File: config.mk
export PLATFORM = sky130hd
export DESIGN_NAME = timekeeper_multi_alarm_flat
export DESIGN_NICKNAME = d
export VERILOG_FILES = /design/src/rtl/timekeeper_multi_alarm_if.sv /design/src/rtl/timekeeper_multi_alarm.sv /design/src/flat_wrapper.sv
export SDC_FILE = /design/constraint.sdc
export NUM_CORES = 1
export LEC_CHECK = 0
export ABC_AREA = 1
export BUFFER_PORTS_ARGS = -buffer_cell sky130_fd_sc_hd__buf_2
export CAP_MARGIN = 20
export CELL_PAD_IN_SITES_DETAIL_PLACEMENT = 1
export CELL_PAD_IN_SITES_GLOBAL_PLACEMENT = 2
export CORE_MARGIN = 3
export CORE_UTILIZATION = 36
export CTS_BUF_LIST = sky130_fd_sc_hd__clkbuf_8
export DETAILED_ROUTE_END_ITERATION = 10
export PLACE_DENSITY = 0.92
export SLEW_MARGIN = 20
export SYNTH_ARGS = -nofsm -noshare
export SYNTH_HDL_FRONTEND = slang
export SYNTH_SLANG_ARGS = --single-unit
File: constraint.sdc
create_clock -name clk -period 8.8 [get_ports clk]
set_input_delay 2.64 -clock clk [delete_from_list [all_inputs] [get_ports clk]]
set_output_delay 2.64 -clock clk [all_outputs]
set_load 0.1 [all_outputs]
File: src/rtl/timekeeper_multi_alarm_if.sv
// Control/status bundle between the button debouncers, the timekeeping core
// and the clock-face renderer / buzzer pad.
interface timekeeper_multi_alarm_if #(
    parameter int N_ALARMS = 2
);
    logic                mode_24h;
    logic                inc_sec;
    logic                inc_min;
    logic                inc_hour;
    logic [2:0]          al_sel;
    logic                al_inc_min;
    logic                al_inc_hour;
    logic                al_toggle;
    logic                snooze;
    logic                dismiss;
    logic [4:0]          hours;
    logic [5:0]          minutes;
    logic [5:0]          seconds;
    logic [4:0]          al_hours;
    logic [5:0]          al_minutes;
    logic [N_ALARMS-1:0] al_enabled;
    logic [N_ALARMS-1:0] ringing;
    logic [N_ALARMS-1:0] snoozing;
    logic                sec_tick;
    logic                half_sec;
    logic                buzzer;

    modport master (
        output mode_24h, inc_sec, inc_min, inc_hour, al_sel,
               al_inc_min, al_inc_hour, al_toggle, snooze, dismiss,
        input  hours, minutes, seconds, al_hours, al_minutes,
               al_enabled, ringing, snoozing, sec_tick, half_sec, buzzer
    );

    modport slave (
        input  mode_24h, inc_sec, inc_min, inc_hour, al_sel,
               al_inc_min, al_inc_hour, al_toggle, snooze, dismiss,
        output hours, minutes, seconds, al_hours, al_minutes,
               al_enabled, ringing, snoozing, sec_tick, half_sec, buzzer
    );
endinterface

File: src/rtl/timekeeper_multi_alarm.sv
// 24-hour timekeeping core with N alarms (ring/snooze/auto-timeout),
// 12/24-hour output mapping and a gated buzzer tone.
module timekeeper_multi_alarm #(
    parameter int CLK_HZ      = 25_000_000,
    parameter int N_ALARMS    = 2,
    parameter int TONE_DIV    = 7000,
    parameter int AL_STEP_MIN = 10,
    parameter int SNOOZE_MIN  = 5,
    parameter int RING_SEC    = 60
) (
    input  logic                    clk,
    input  logic                    reset,
    timekeeper_multi_alarm_if.slave bus
);
    localparam int PW         = $clog2(CLK_HZ);
    localparam int TW         = (TONE_DIV > 1) ? $clog2(TONE_DIV) : 1;
    localparam int SNOOZE_SEC = SNOOZE_MIN * 60;
    localparam int CNT_MAX    = (SNOOZE_SEC > RING_SEC) ? SNOOZE_SEC : RING_SEC;
    localparam int CW         = $clog2(CNT_MAX + 1);

    typedef enum logic [1:0] {ST_IDLE, ST_RING, ST_SNOOZE} state_t;

    logic [PW-1:0]       r_p;
    logic [TW-1:0]       r_tone_cnt;
    logic                r_tone;
    logic                r_sec_tick;
    logic [4:0]          r_h;
    logic [5:0]          r_m;
    logic [5:0]          r_s;
    logic [4:0]          r_al_h [N_ALARMS];
    logic [5:0]          r_al_m [N_ALARMS];
    logic [N_ALARMS-1:0] r_al_en;
    state_t              r_state [N_ALARMS];
    logic [CW-1:0]       r_cnt [N_ALARMS];

    logic                w_tick;
    logic [4:0]          w_h_nx;
    logic [5:0]          w_m_nx;
    logic [5:0]          w_s_nx;
    logic [N_ALARMS-1:0] w_al_en_nx;
    state_t              w_state_nx [N_ALARMS];
    logic [CW-1:0]       w_cnt_nx [N_ALARMS];
    logic [4:0]          w_rb_h;
    logic [5:0]          w_rb_m;
    logic [N_ALARMS-1:0] w_ringing;
    logic [N_ALARMS-1:0] w_snoozing;

    function automatic logic [4:0] map_hours(input logic [4:0] h, input logic m24);
        return (m24 || (h < 5'd12)) ? h : h - 5'd12;
    endfunction

    assign w_tick = (r_p == PW'(CLK_HZ - 1));

    // Tick carry chain is resolved first; manual increments then wrap the
    // already-carried field without propagating further.
    always_comb begin
        w_s_nx = r_s;
        w_m_nx = r_m;
        w_h_nx = r_h;
        if (w_tick) begin
            w_s_nx = (r_s == 6'd59) ? '0 : r_s + 6'd1;
            if (r_s == 6'd59) begin
                w_m_nx = (r_m == 6'd59) ? '0 : r_m + 6'd1;
                if (r_m == 6'd59)
                    w_h_nx = (r_h == 5'd23) ? '0 : r_h + 5'd1;
            end
        end
        if (bus.inc_sec)  w_s_nx = (w_s_nx == 6'd59) ? '0 : w_s_nx + 6'd1;
        if (bus.inc_min)  w_m_nx = (w_m_nx == 6'd59) ? '0 : w_m_nx + 6'd1;
        if (bus.inc_hour) w_h_nx = (w_h_nx == 5'd23) ? '0 : w_h_nx + 5'd1;
    end

    always_comb begin
        w_al_en_nx = r_al_en;
        for (int unsigned i = 0; i < N_ALARMS; i++) begin
            w_state_nx[i] = r_state[i];
            w_cnt_nx[i]   = r_cnt[i];
            if (bus.al_toggle && (bus.al_sel == 3'(i)) && r_al_en[i]) begin
                w_state_nx[i] = ST_IDLE;
                w_cnt_nx[i]   = '0;
            end else begin
                case (r_state[i])
                    ST_IDLE: begin
                        if (w_tick && r_al_en[i] && (w_h_nx == r_al_h[i]) &&
                            (w_m_nx == r_al_m[i]) && (w_s_nx == '0)) begin
                            w_state_nx[i] = ST_RING;
                            w_cnt_nx[i]   = CW'(RING_SEC);
                        end
                    end
                    ST_RING: begin
                        if (bus.dismiss) begin
                            w_state_nx[i] = ST_IDLE;
                            w_cnt_nx[i]   = '0;
                        end else if (bus.snooze) begin
                            w_state_nx[i] = ST_SNOOZE;
                            w_cnt_nx[i]   = CW'(SNOOZE_SEC);
                        end else if (w_tick) begin
                            w_cnt_nx[i] = r_cnt[i] - CW'(1);
                            if (r_cnt[i] == CW'(1))
                                w_state_nx[i] = ST_IDLE;
                        end
                    end
                    ST_SNOOZE: begin
                        if (bus.dismiss) begin
                            w_state_nx[i] = ST_IDLE;
                            w_cnt_nx[i]   = '0;
                        end else if (w_tick) begin
                            w_cnt_nx[i] = r_cnt[i] - CW'(1);
                            if (r_cnt[i] == CW'(1)) begin
                                w_state_nx[i] = ST_RING;
                                w_cnt_nx[i]   = CW'(RING_SEC);
                            end
                        end
                    end
                    default: begin
                        w_state_nx[i] = ST_IDLE;
                        w_cnt_nx[i]   = '0;
                    end
                endcase
            end
            if (bus.al_toggle && (bus.al_sel == 3'(i)))
                w_al_en_nx[i] = ~r_al_en[i];
        end
    end

    always_comb begin
        w_rb_h     = '0;
        w_rb_m     = '0;
        w_ringing  = '0;
        w_snoozing = '0;
        for (int unsigned i = 0; i < N_ALARMS; i++) begin
            if (bus.al_sel == 3'(i)) begin
                w_rb_h = r_al_h[i];
                w_rb_m = r_al_m[i];
            end
            w_ringing[i]  = (r_state[i] == ST_RING);
            w_snoozing[i] = (r_state[i] == ST_SNOOZE);
        end
    end

    always_ff @(posedge clk) begin
        if (reset) begin
            r_p        <= '0;
            r_tone_cnt <= '0;
            r_tone     <= 1'b0;
            r_sec_tick <= 1'b0;
            r_h        <= '0;
            r_m        <= '0;
            r_s        <= '0;
            r_al_en    <= '0;
            for (int unsigned i = 0; i < N_ALARMS; i++) begin
                r_al_h[i]  <= '0;
                r_al_m[i]  <= '0;
                r_state[i] <= ST_IDLE;
                r_cnt[i]   <= '0;
            end
        end else begin
            r_p        <= w_tick ? '0 : r_p + PW'(1);
            r_sec_tick <= w_tick;
            if (r_tone_cnt == TW'(TONE_DIV - 1)) begin
                r_tone_cnt <= '0;
                r_tone     <= ~r_tone;
            end else begin
                r_tone_cnt <= r_tone_cnt + TW'(1);
            end
            r_h     <= w_h_nx;
            r_m     <= w_m_nx;
            r_s     <= w_s_nx;
            r_al_en <= w_al_en_nx;
            for (int unsigned i = 0; i < N_ALARMS; i++) begin
                r_state[i] <= w_state_nx[i];
                r_cnt[i]   <= w_cnt_nx[i];
                if (bus.al_sel == 3'(i)) begin
                    if (bus.al_inc_min)
                        r_al_m[i] <= (r_al_m[i] >= 6'(60 - AL_STEP_MIN)) ?
                                     r_al_m[i] - 6'(60 - AL_STEP_MIN) :
                                     r_al_m[i] + 6'(AL_STEP_MIN);
                    if (bus.al_inc_hour)
                        r_al_h[i] <= (r_al_h[i] == 5'd23) ? '0 : r_al_h[i] + 5'd1;
                end
            end
        end
    end

    assign bus.hours      = map_hours(r_h, bus.mode_24h);
    assign bus.minutes    = r_m;
    assign bus.seconds    = r_s;
    assign bus.al_hours   = map_hours(w_rb_h, bus.mode_24h);
    assign bus.al_minutes = w_rb_m;
    assign bus.al_enabled = r_al_en;
    assign bus.ringing    = w_ringing;
    assign bus.snoozing   = w_snoozing;
    assign bus.sec_tick   = r_sec_tick;
    assign bus.half_sec   = (r_p < PW'(CLK_HZ / 2));
    assign bus.buzzer     = (|w_ringing) & bus.half_sec & r_tone;
endmodule

File: src/flat_wrapper.sv
// flat-port wrapper written by rule: the top's interface ports become plain ports
module timekeeper_multi_alarm_flat 
#(
    parameter int CLK_HZ      = 25_000_000,
    parameter int N_ALARMS    = 2,
    parameter int TONE_DIV    = 7000,
    parameter int AL_STEP_MIN = 10,
    parameter int SNOOZE_MIN  = 5,
    parameter int RING_SEC    = 60
)
  (clk, reset, bus_mode_24h, bus_inc_sec, bus_inc_min, bus_inc_hour, bus_al_sel, bus_al_inc_min, bus_al_inc_hour, bus_al_toggle, bus_snooze, bus_dismiss, bus_hours, bus_minutes, bus_seconds, bus_al_hours, bus_al_minutes, bus_al_enabled, bus_ringing, bus_snoozing, bus_sec_tick, bus_half_sec, bus_buzzer);
  timekeeper_multi_alarm_if #(.N_ALARMS(N_ALARMS)) bus_i ();
  input  logic clk;
  input  logic reset;
  input wire logic [$bits(bus_i.mode_24h)-1:0] bus_mode_24h;
  input wire logic [$bits(bus_i.inc_sec)-1:0] bus_inc_sec;
  input wire logic [$bits(bus_i.inc_min)-1:0] bus_inc_min;
  input wire logic [$bits(bus_i.inc_hour)-1:0] bus_inc_hour;
  input wire logic [$bits(bus_i.al_sel)-1:0] bus_al_sel;
  input wire logic [$bits(bus_i.al_inc_min)-1:0] bus_al_inc_min;
  input wire logic [$bits(bus_i.al_inc_hour)-1:0] bus_al_inc_hour;
  input wire logic [$bits(bus_i.al_toggle)-1:0] bus_al_toggle;
  input wire logic [$bits(bus_i.snooze)-1:0] bus_snooze;
  input wire logic [$bits(bus_i.dismiss)-1:0] bus_dismiss;
  output wire logic [$bits(bus_i.hours)-1:0] bus_hours;
  output wire logic [$bits(bus_i.minutes)-1:0] bus_minutes;
  output wire logic [$bits(bus_i.seconds)-1:0] bus_seconds;
  output wire logic [$bits(bus_i.al_hours)-1:0] bus_al_hours;
  output wire logic [$bits(bus_i.al_minutes)-1:0] bus_al_minutes;
  output wire logic [$bits(bus_i.al_enabled)-1:0] bus_al_enabled;
  output wire logic [$bits(bus_i.ringing)-1:0] bus_ringing;
  output wire logic [$bits(bus_i.snoozing)-1:0] bus_snoozing;
  output wire logic [$bits(bus_i.sec_tick)-1:0] bus_sec_tick;
  output wire logic [$bits(bus_i.half_sec)-1:0] bus_half_sec;
  output wire logic [$bits(bus_i.buzzer)-1:0] bus_buzzer;
  assign bus_i.mode_24h = bus_mode_24h;
  assign bus_i.inc_sec = bus_inc_sec;
  assign bus_i.inc_min = bus_inc_min;
  assign bus_i.inc_hour = bus_inc_hour;
  assign bus_i.al_sel = bus_al_sel;
  assign bus_i.al_inc_min = bus_al_inc_min;
  assign bus_i.al_inc_hour = bus_al_inc_hour;
  assign bus_i.al_toggle = bus_al_toggle;
  assign bus_i.snooze = bus_snooze;
  assign bus_i.dismiss = bus_dismiss;
  assign bus_hours = bus_i.hours;
  assign bus_minutes = bus_i.minutes;
  assign bus_seconds = bus_i.seconds;
  assign bus_al_hours = bus_i.al_hours;
  assign bus_al_minutes = bus_i.al_minutes;
  assign bus_al_enabled = bus_i.al_enabled;
  assign bus_ringing = bus_i.ringing;
  assign bus_snoozing = bus_i.snoozing;
  assign bus_sec_tick = bus_i.sec_tick;
  assign bus_half_sec = bus_i.half_sec;
  assign bus_buzzer = bus_i.buzzer;
  timekeeper_multi_alarm #(.CLK_HZ(CLK_HZ), .N_ALARMS(N_ALARMS), .TONE_DIV(TONE_DIV), .AL_STEP_MIN(AL_STEP_MIN), .SNOOZE_MIN(SNOOZE_MIN), .RING_SEC(RING_SEC)) u_core (.clk(clk), .reset(reset), .bus(bus_i));
endmodule
==> results of run 1 <==
-- placed cells by master (no fill, tap or decap), types with 20 or more instances in the layout --
cell type	Yosys	layout
inv_1	132	133
ha_1	23	23
a21oi_1	39	39
nor2_1	161	161
buf_2	1	49
dfxtp_1	81	81
nor3_1	24	24
o21ai_0	34	33
xor2_1	27	27
nand2_1	265	265
edfxtp_1	20	20
nand3_1	87	87
-- through the flow --
| step | setup slack, ns | total power, uW | utilization | std cells |
|---|---|---|---|---|
| after detailed placement | 1.03 | 1050 | 0.397 | 1372 |
| after CTS | 1.02 | 1340 | 0.406 | 1388 |
| after floorplan | 0.747 | 960 | - | 1086 |
| after global placement | 1.15 | 1040 | 0.397 | 1372 |
| final | 1.04 | 1320 | 0.406 | 1388 |
| after global routing | 0.866 | 1420 | 0.406 | 1388 |
-- worst max-delay path, cell delays in order --
cell and delay, ns:
buf_2 0.10, nor2_1 0.25, inv_1 0.10, nor2_1 0.20, inv_1 0.26, o22ai_1 0.33, a21oi_1 0.12, or2_2 0.32
nor2_1 0.12, xor2_1 0.22, buf_2 0.47
-- path summary, 6_finish.rpt --
path,from,to,slack (ns),cells after the start
max,bus_al_sel[1],bus_al_hours[4],1.04,11
min,u_core.r_tone_cnt[0],u_core.r_tone_cnt[0],0.46,1
max reg2reg,u_core.bus.minutes[0],u_core.r_cnt[0][17],4.76,29
min reg2reg,u_core.r_tone_cnt[0],u_core.r_tone_cnt[0],0.46,1
-- cell type report --
cell class                      count  area, um2  area share
Inverter                          147        552      0.0712
Clock buffer                        9        124      0.0160
Timing Repair Buffer               50        253      0.0326
Sequential cell                   101       2220       0.287
Clock inverter                      7       48.8     0.00630
Tap cell                          260        325      0.0420
Multi-Input combinational cell    814       4230       0.545
-- kinds of logic (layout without fill, tap and decap cells) --
kind of cell / after synthesis / after routing / share of synthesized area
AOI/OAI and AO/OA: 122 / 122 / 0.101
xor gates and xnor gates: 37 / 37 / 0.0453
adders and majority gates: 23 / 23 / 0.0402
buffers and inverters: 171 / 213 / 0.0983
DFF: 101 / 101 / 0.311
muxes: 1 / 1 / 0.00157
other: 1 / 1 / 0.000524
and+or+nand+nor: 630 / 630 / 0.402
-- registers in the layout (all words and copies together), names as in the netlist --
signal / cells
u_core.bus.minutes: 6
u_core.r_al_h: 10
u_core.bus.al_enabled: 2
u_core.r_al_m: 10
u_core.r_tone: 1
u_core.r_p: 25
u_core.bus.seconds: 6
u_core.r_h: 5
u_core.r_tone_cnt: 13
u_core.bus.sec_tick: 1
u_core.r_cnt: 18
u_core.r_state: 4
-- cells in the mapped netlist (all sizes together) (2+ instances only) --
library cell  number
nand3b             3
or2                7
clkbuf            13
edfxtp            20
o21a               2
ha                23
nand4             18
nor3              24
a211oi             2
nor3b             17
o21bai             3
a21oi             48
a221oi             2
nor2             172
o22ai             11
buf               11
or3                2
xor2              27
a31oi              2
nor4               4
dfxtp             81
xnor2             10
and3               2
nand3            101
o21ai             44
nand2            278
inv              147
-- power by group through the flow --
stage	clock network [uW]	logic [uW]	registers (uW)
after floorplan	0	397	563
after global placement	0	474	562
after detailed placement	0	484	563
after CTS	300	487	552
after global routing	313	545	560
final	286	481	553
-- per-layer routing --
| metal | vias to the layer above | wire length [um] | track usage |
|---|---|---|---|
| met1 | 3229 | 10300 | 0.262 |
| met3 | 17 | 488 | 0.0262 |
| li1 | 3579 | - | - |
| met4 | 0 | 210 | 0.0396 |
| met5 | - | 0 | 0 |
| met2 | 64 | 9080 | 0.310 |
==> metrics, run 1 <==
pwr dens=170 nW/um2; Ant. Diodes=0; Worst Path Arrival=5.12 ns; Mapped Area=7150 um2; Max Fanout on Critical Path=11; Synth Instances=1,086; Yosys top cell area share=0.227; Area Growth Syn to Fin=8.38%; post-route ant nets=0; Die Area=21,600 um2; IO Port Bufs=49; post-layout instance area=7750 um2; RePlAce Congestion=0.810; via count=6,889; Post-synth ARST share=0; Setup crit end kind=output port; largest net degree at the start of global routing=24; crit path kind=input pin to output port; total internal power=766 uW; DRC viols=0; hold slack=0.458 ns; Final Setup Violations=0; postcts setup bufs=0; clk sink count=101; Final nets=1,160; Post-synth EDFFs=20; die width=147 um; dpl cell area=7580 um2; Core Region=19,100 um2; clk_lat worst skew=0.39 ns; clock power share=0.217; starting density of the core=0.375; Die Height=147 um; Area contributors post-synth=dfxtp_1 23%, nand2_1 14%, nor2_1 8.4%; post-CTS sizing=0; share of layout cells above drive strength 1=0.121; Avg Synthesized Cell Area=6.59 um2; Most used DFF post-synth=dfxtp_1; fill count=2,522; initial antenna violation count=0; DRT Pass-1 Iters=4; Via density=4.96; synthesis-stage register bit count=101; Final Max Tran Viols=0; Switching Fraction=0.420; RSZ-0062 raised after global routing=no; maximum root-to-sink buffer count=2; fmax=129 MHz; P_leak=0.00355 uW; Worst-Margin Slew=0.830 ns; syn_nets=1,123; Yosys warnings=0; Rel. slew slack=0.441; detailed placer's ending HPWL=15.7 mm; final cycle utilization of the critical path=0.881; Cell variety after synth=55; first-pass GRT wire length=34.0 mm; outcome=finished clean; Final Hold Viols=0; Max Cap Viol=0; TritonCTS clock tree=done; post-synth top area cell=dfxtp_1; sequential share of power=0.419; initial drt markers=311; number of global-route vias before repair=6,882; Startpoint Class=input pin; HP Class=flop to flop; drt wl/cell=14.4 um; GR Overflow Total=0; CP required=6.16 ns; clk root buf=clkbuf_8; setup TNS=0 ns; IO Pins=51; Routed Wire Length=20.0 mm; H-tree depth=3; post-cts hold buffer count=0; Final min period=7.76 ns; switching pwr=554 uW; # rows=50; Final Skew=0.0103 ns; GRT Total Usage=0.187; Logic pwr share=0.364; Peak VDD IR=0.134 mV; sequential element share of the synthesized area=0.311; CTS clk-pin slew, worst paths=0.10 ns; TritonCTS Buffers=9
(Power assumes the default switching activity.)
==> run 2, diff against run 1 <==
--- a/config.mk
+++ b/config.mk
@@ -12,8 +12,8 @@
 export CELL_PAD_IN_SITES_GLOBAL_PLACEMENT = 2
 export CORE_MARGIN = 3
-export CORE_UTILIZATION = 36
+export CORE_UTILIZATION = 30
 export CTS_BUF_LIST = sky130_fd_sc_hd__clkbuf_8
 export DETAILED_ROUTE_END_ITERATION = 10
-export PLACE_DENSITY = 0.92
+export PLACE_DENSITY = 0.79
 export SLEW_MARGIN = 20
 export SYNTH_ARGS = -nofsm -noshare
==> constraint.sdc (replaced) <==
create_clock -name clk -period 8.8 [get_ports clk]
set_input_delay 0.44 -clock clk [delete_from_list [all_inputs] [get_ports clk]]
set_output_delay 0.44 -clock clk [all_outputs]
set_load 0.1 [all_outputs]
==> run 2 against run 1 <==
Effect of this change:
- sequential share of layout area is 0.33 points lower
- first-iteration DRC count shrank 7.1%
- count of clock-buffer cells in the layout unchanged
- flip-flop and latch count did not move
- clock power increased by 11%
- highest routed layer is now met5
- register-to-register slack improved by 0.03 ns
==> metrics, run 2 (synthesized netlist as in run 1, its figures left out) <==
number of global-route vias before repair=6,871 (-0.16%); Ant. Diodes=0 (unchanged); GRT Total Usage=0.162 (-0.0251); dpl cell area=7640 um2 (+0.87%); Logic pwr share=0.356 (-0.008); CTS clk-pin slew, worst paths=0.11 ns (about the same); most common cell after layout, fill and taps aside=nand2_1; DRC viols=0 (unchanged); final cycle utilization of the critical path=0.455 (-0.426); TritonCTS clock tree=done; fill count=2,993 (+19%); post-layout instance area=7840 um2 (+1.2%); initial drt markers=289 (-7.1%); initial antenna violation count=1 (+1); detailed placer's ending HPWL=16.3 mm (+4.1%); top flop regs=u_core.r_p (25), u_core.r_cnt (18), u_core.r_tone_cnt (13); Max Cap Viol=0 (unchanged); Switching Fraction=0.413 (-0.00681); Via density=4.78 (-3.7%); Max Fanout on Critical Path=13 (+2); CP required=9.08 ns (+2.92 ns); P_leak=0.00355 uW (+0.12%); maximum root-to-sink buffer count=2 (unchanged); DRT Pass-1 Iters=4 (unchanged); Final Hold Viols=0 (unchanged); largest net degree at the start of global routing=24 (unchanged); Final Setup Violations=0 (unchanged); postcts setup bufs=0 (unchanged); crit path kind=flop to flop; IO Port Bufs=49 (unchanged); clk root buf=clkbuf_8; via count=6,886 (-0.044%); GR Overflow Total=0 (unchanged); RePlAce Congestion=0.777 (-4.1%); hold slack=0.340 ns (-0.119 ns); Die Height=160 um (+9.2%); post-cts hold buffer count=0 (unchanged); max FFs per register=25 (unchanged); post-CTS sizing=0 (unchanged); Rel. slew slack=0.370 (-0.0711); # rows=55 (+10%); crit-path most repeated cell=nand2_1; setup TNS=0 ns (unchanged); Worst-Margin Slew=0.936 ns (+0.106 ns); Final nets=1,160 (unchanged); drt wl/cell=14.4 um (-0.44%); post-route ant nets=0 (unchanged); Startpoint Class=flop; Area Growth Syn to Fin=9.66%; Routed Wire Length=20.7 mm (+3.4%); most frequent cells in the layout=265 x nand2_1, 161 x nor2_1, 133 x inv_1; Critical Path Slowest Stage Cell=dfxtp_1; TritonCTS Buffers=9 (unchanged); pwr dens=172 nW/um2 (+1.3%); total internal power=794 uW (+3.7%); largest register by flop count=u_core.r_p; clk sink count=101 (unchanged); H-tree depth=3 (unchanged); clk_lat worst skew=0.39 ns (about the same); first-pass GRT wire length=34.8 mm (+2.4%); Worst Path Arrival=4.29 ns (-0.83 ns); Final Max Tran Viols=0 (unchanged); HP Class=input pin to flop; fmax=250 MHz (+94%); Core Region=23,100 um2 (+21%); IO Pins=51 (unchanged); starting density of the core=0.310 (-0.0646); Peak VDD IR=0.108 mV (-19%); Final min period=4.01 ns (-3.75 ns); outcome=finished clean; switching pwr=558 uW (+0.82%); Die Area=25,700 um2 (+19%); Setup crit end kind=flop; clock power share=0.235 (+0.018); RSZ-0062 raised after global routing=no; die width=160 um (+9.2%); sequential share of power=0.409 (-0.010); Final Skew=0.0178 ns (+0.00757 ns); share of layout cells above drive strength 1=0.122 (+0.000887); CP peak stage delay=0.53 ns (+0.06 ns)
-- run 2: power groups by stage --
stage / sequential, uW / clock [uW] / combinational, uW
2_1_floorplan: 563 / 0 / 397
3_3_place_gp: 563 / 0 / 483
3_5_place_dp: 564 / 0 / 484
4_1_cts: 553 / 335 / 487
5_1_grt: 560 / 348 / 545
6_report: 553 / 318 / 481
-- run 2: layout make-up --
| type | instances | area [um2] | share of cell area |
|---|---|---|---|
| Sequential cell | 101 | 2220 | 0.283 |
| Timing Repair Buffer | 50 | 253 | 0.0322 |
| Inverter | 147 | 552 | 0.0704 |
| Tap cell | 313 | 392 | 0.0499 |
| Multi-Input combinational cell | 814 | 4230 | 0.539 |
| Clock inverter | 7 | 73.8 | 0.00941 |
| Clock buffer | 9 | 124 | 0.0158 |
-- run 2: metal layers --
layer  GRT usage  part of all wire  vias up
met4      0.0410             0.011        2
met2       0.261              0.45       71
met3      0.0248             0.025       15
li1            -                 -     3583
met1       0.228              0.52     3215
met5           0           0.00063        -
-- run 2: critical path: cells and delay by family, from the launching register on --
kind,cells,cell delay [ns]
AND/OR/NAND/NOR,22,2.50
flip-flops,1,0.53
adder cells (fa/ha/maj),2,0.46
buffers and inverters,4,0.35
AO/OA/AOI/OAI,1,0.05
-- run 2: path summary, 6_finish.rpt --
check	slack [ns]	end	cells past startpoint	startpoint
hold / removal	0.34	u_core.bus.al_enabled[0]	3	bus_al_toggle
hold reg to reg	0.45	u_core.r_p[0]	1	u_core.r_p[0]
setup / recovery	4.79	u_core.r_cnt[0][13]	29	u_core.bus.minutes[0]
setup reg to reg	4.79	u_core.r_cnt[0][13]	29	u_core.bus.minutes[0]
-- run 2: stage by stage --
step	power [uW]	cells	worst slack [ns]	utilization
6_report	1350	1441	4.79	0.340
3_5_place_dp	1050	1425	4.82	0.332
4_1_cts	1370	1441	4.79	0.340
5_1_grt	1450	1441	4.32	0.340
3_3_place_gp	1050	1425	4.83	0.332
2_1_floorplan	960	1086	3.49	-
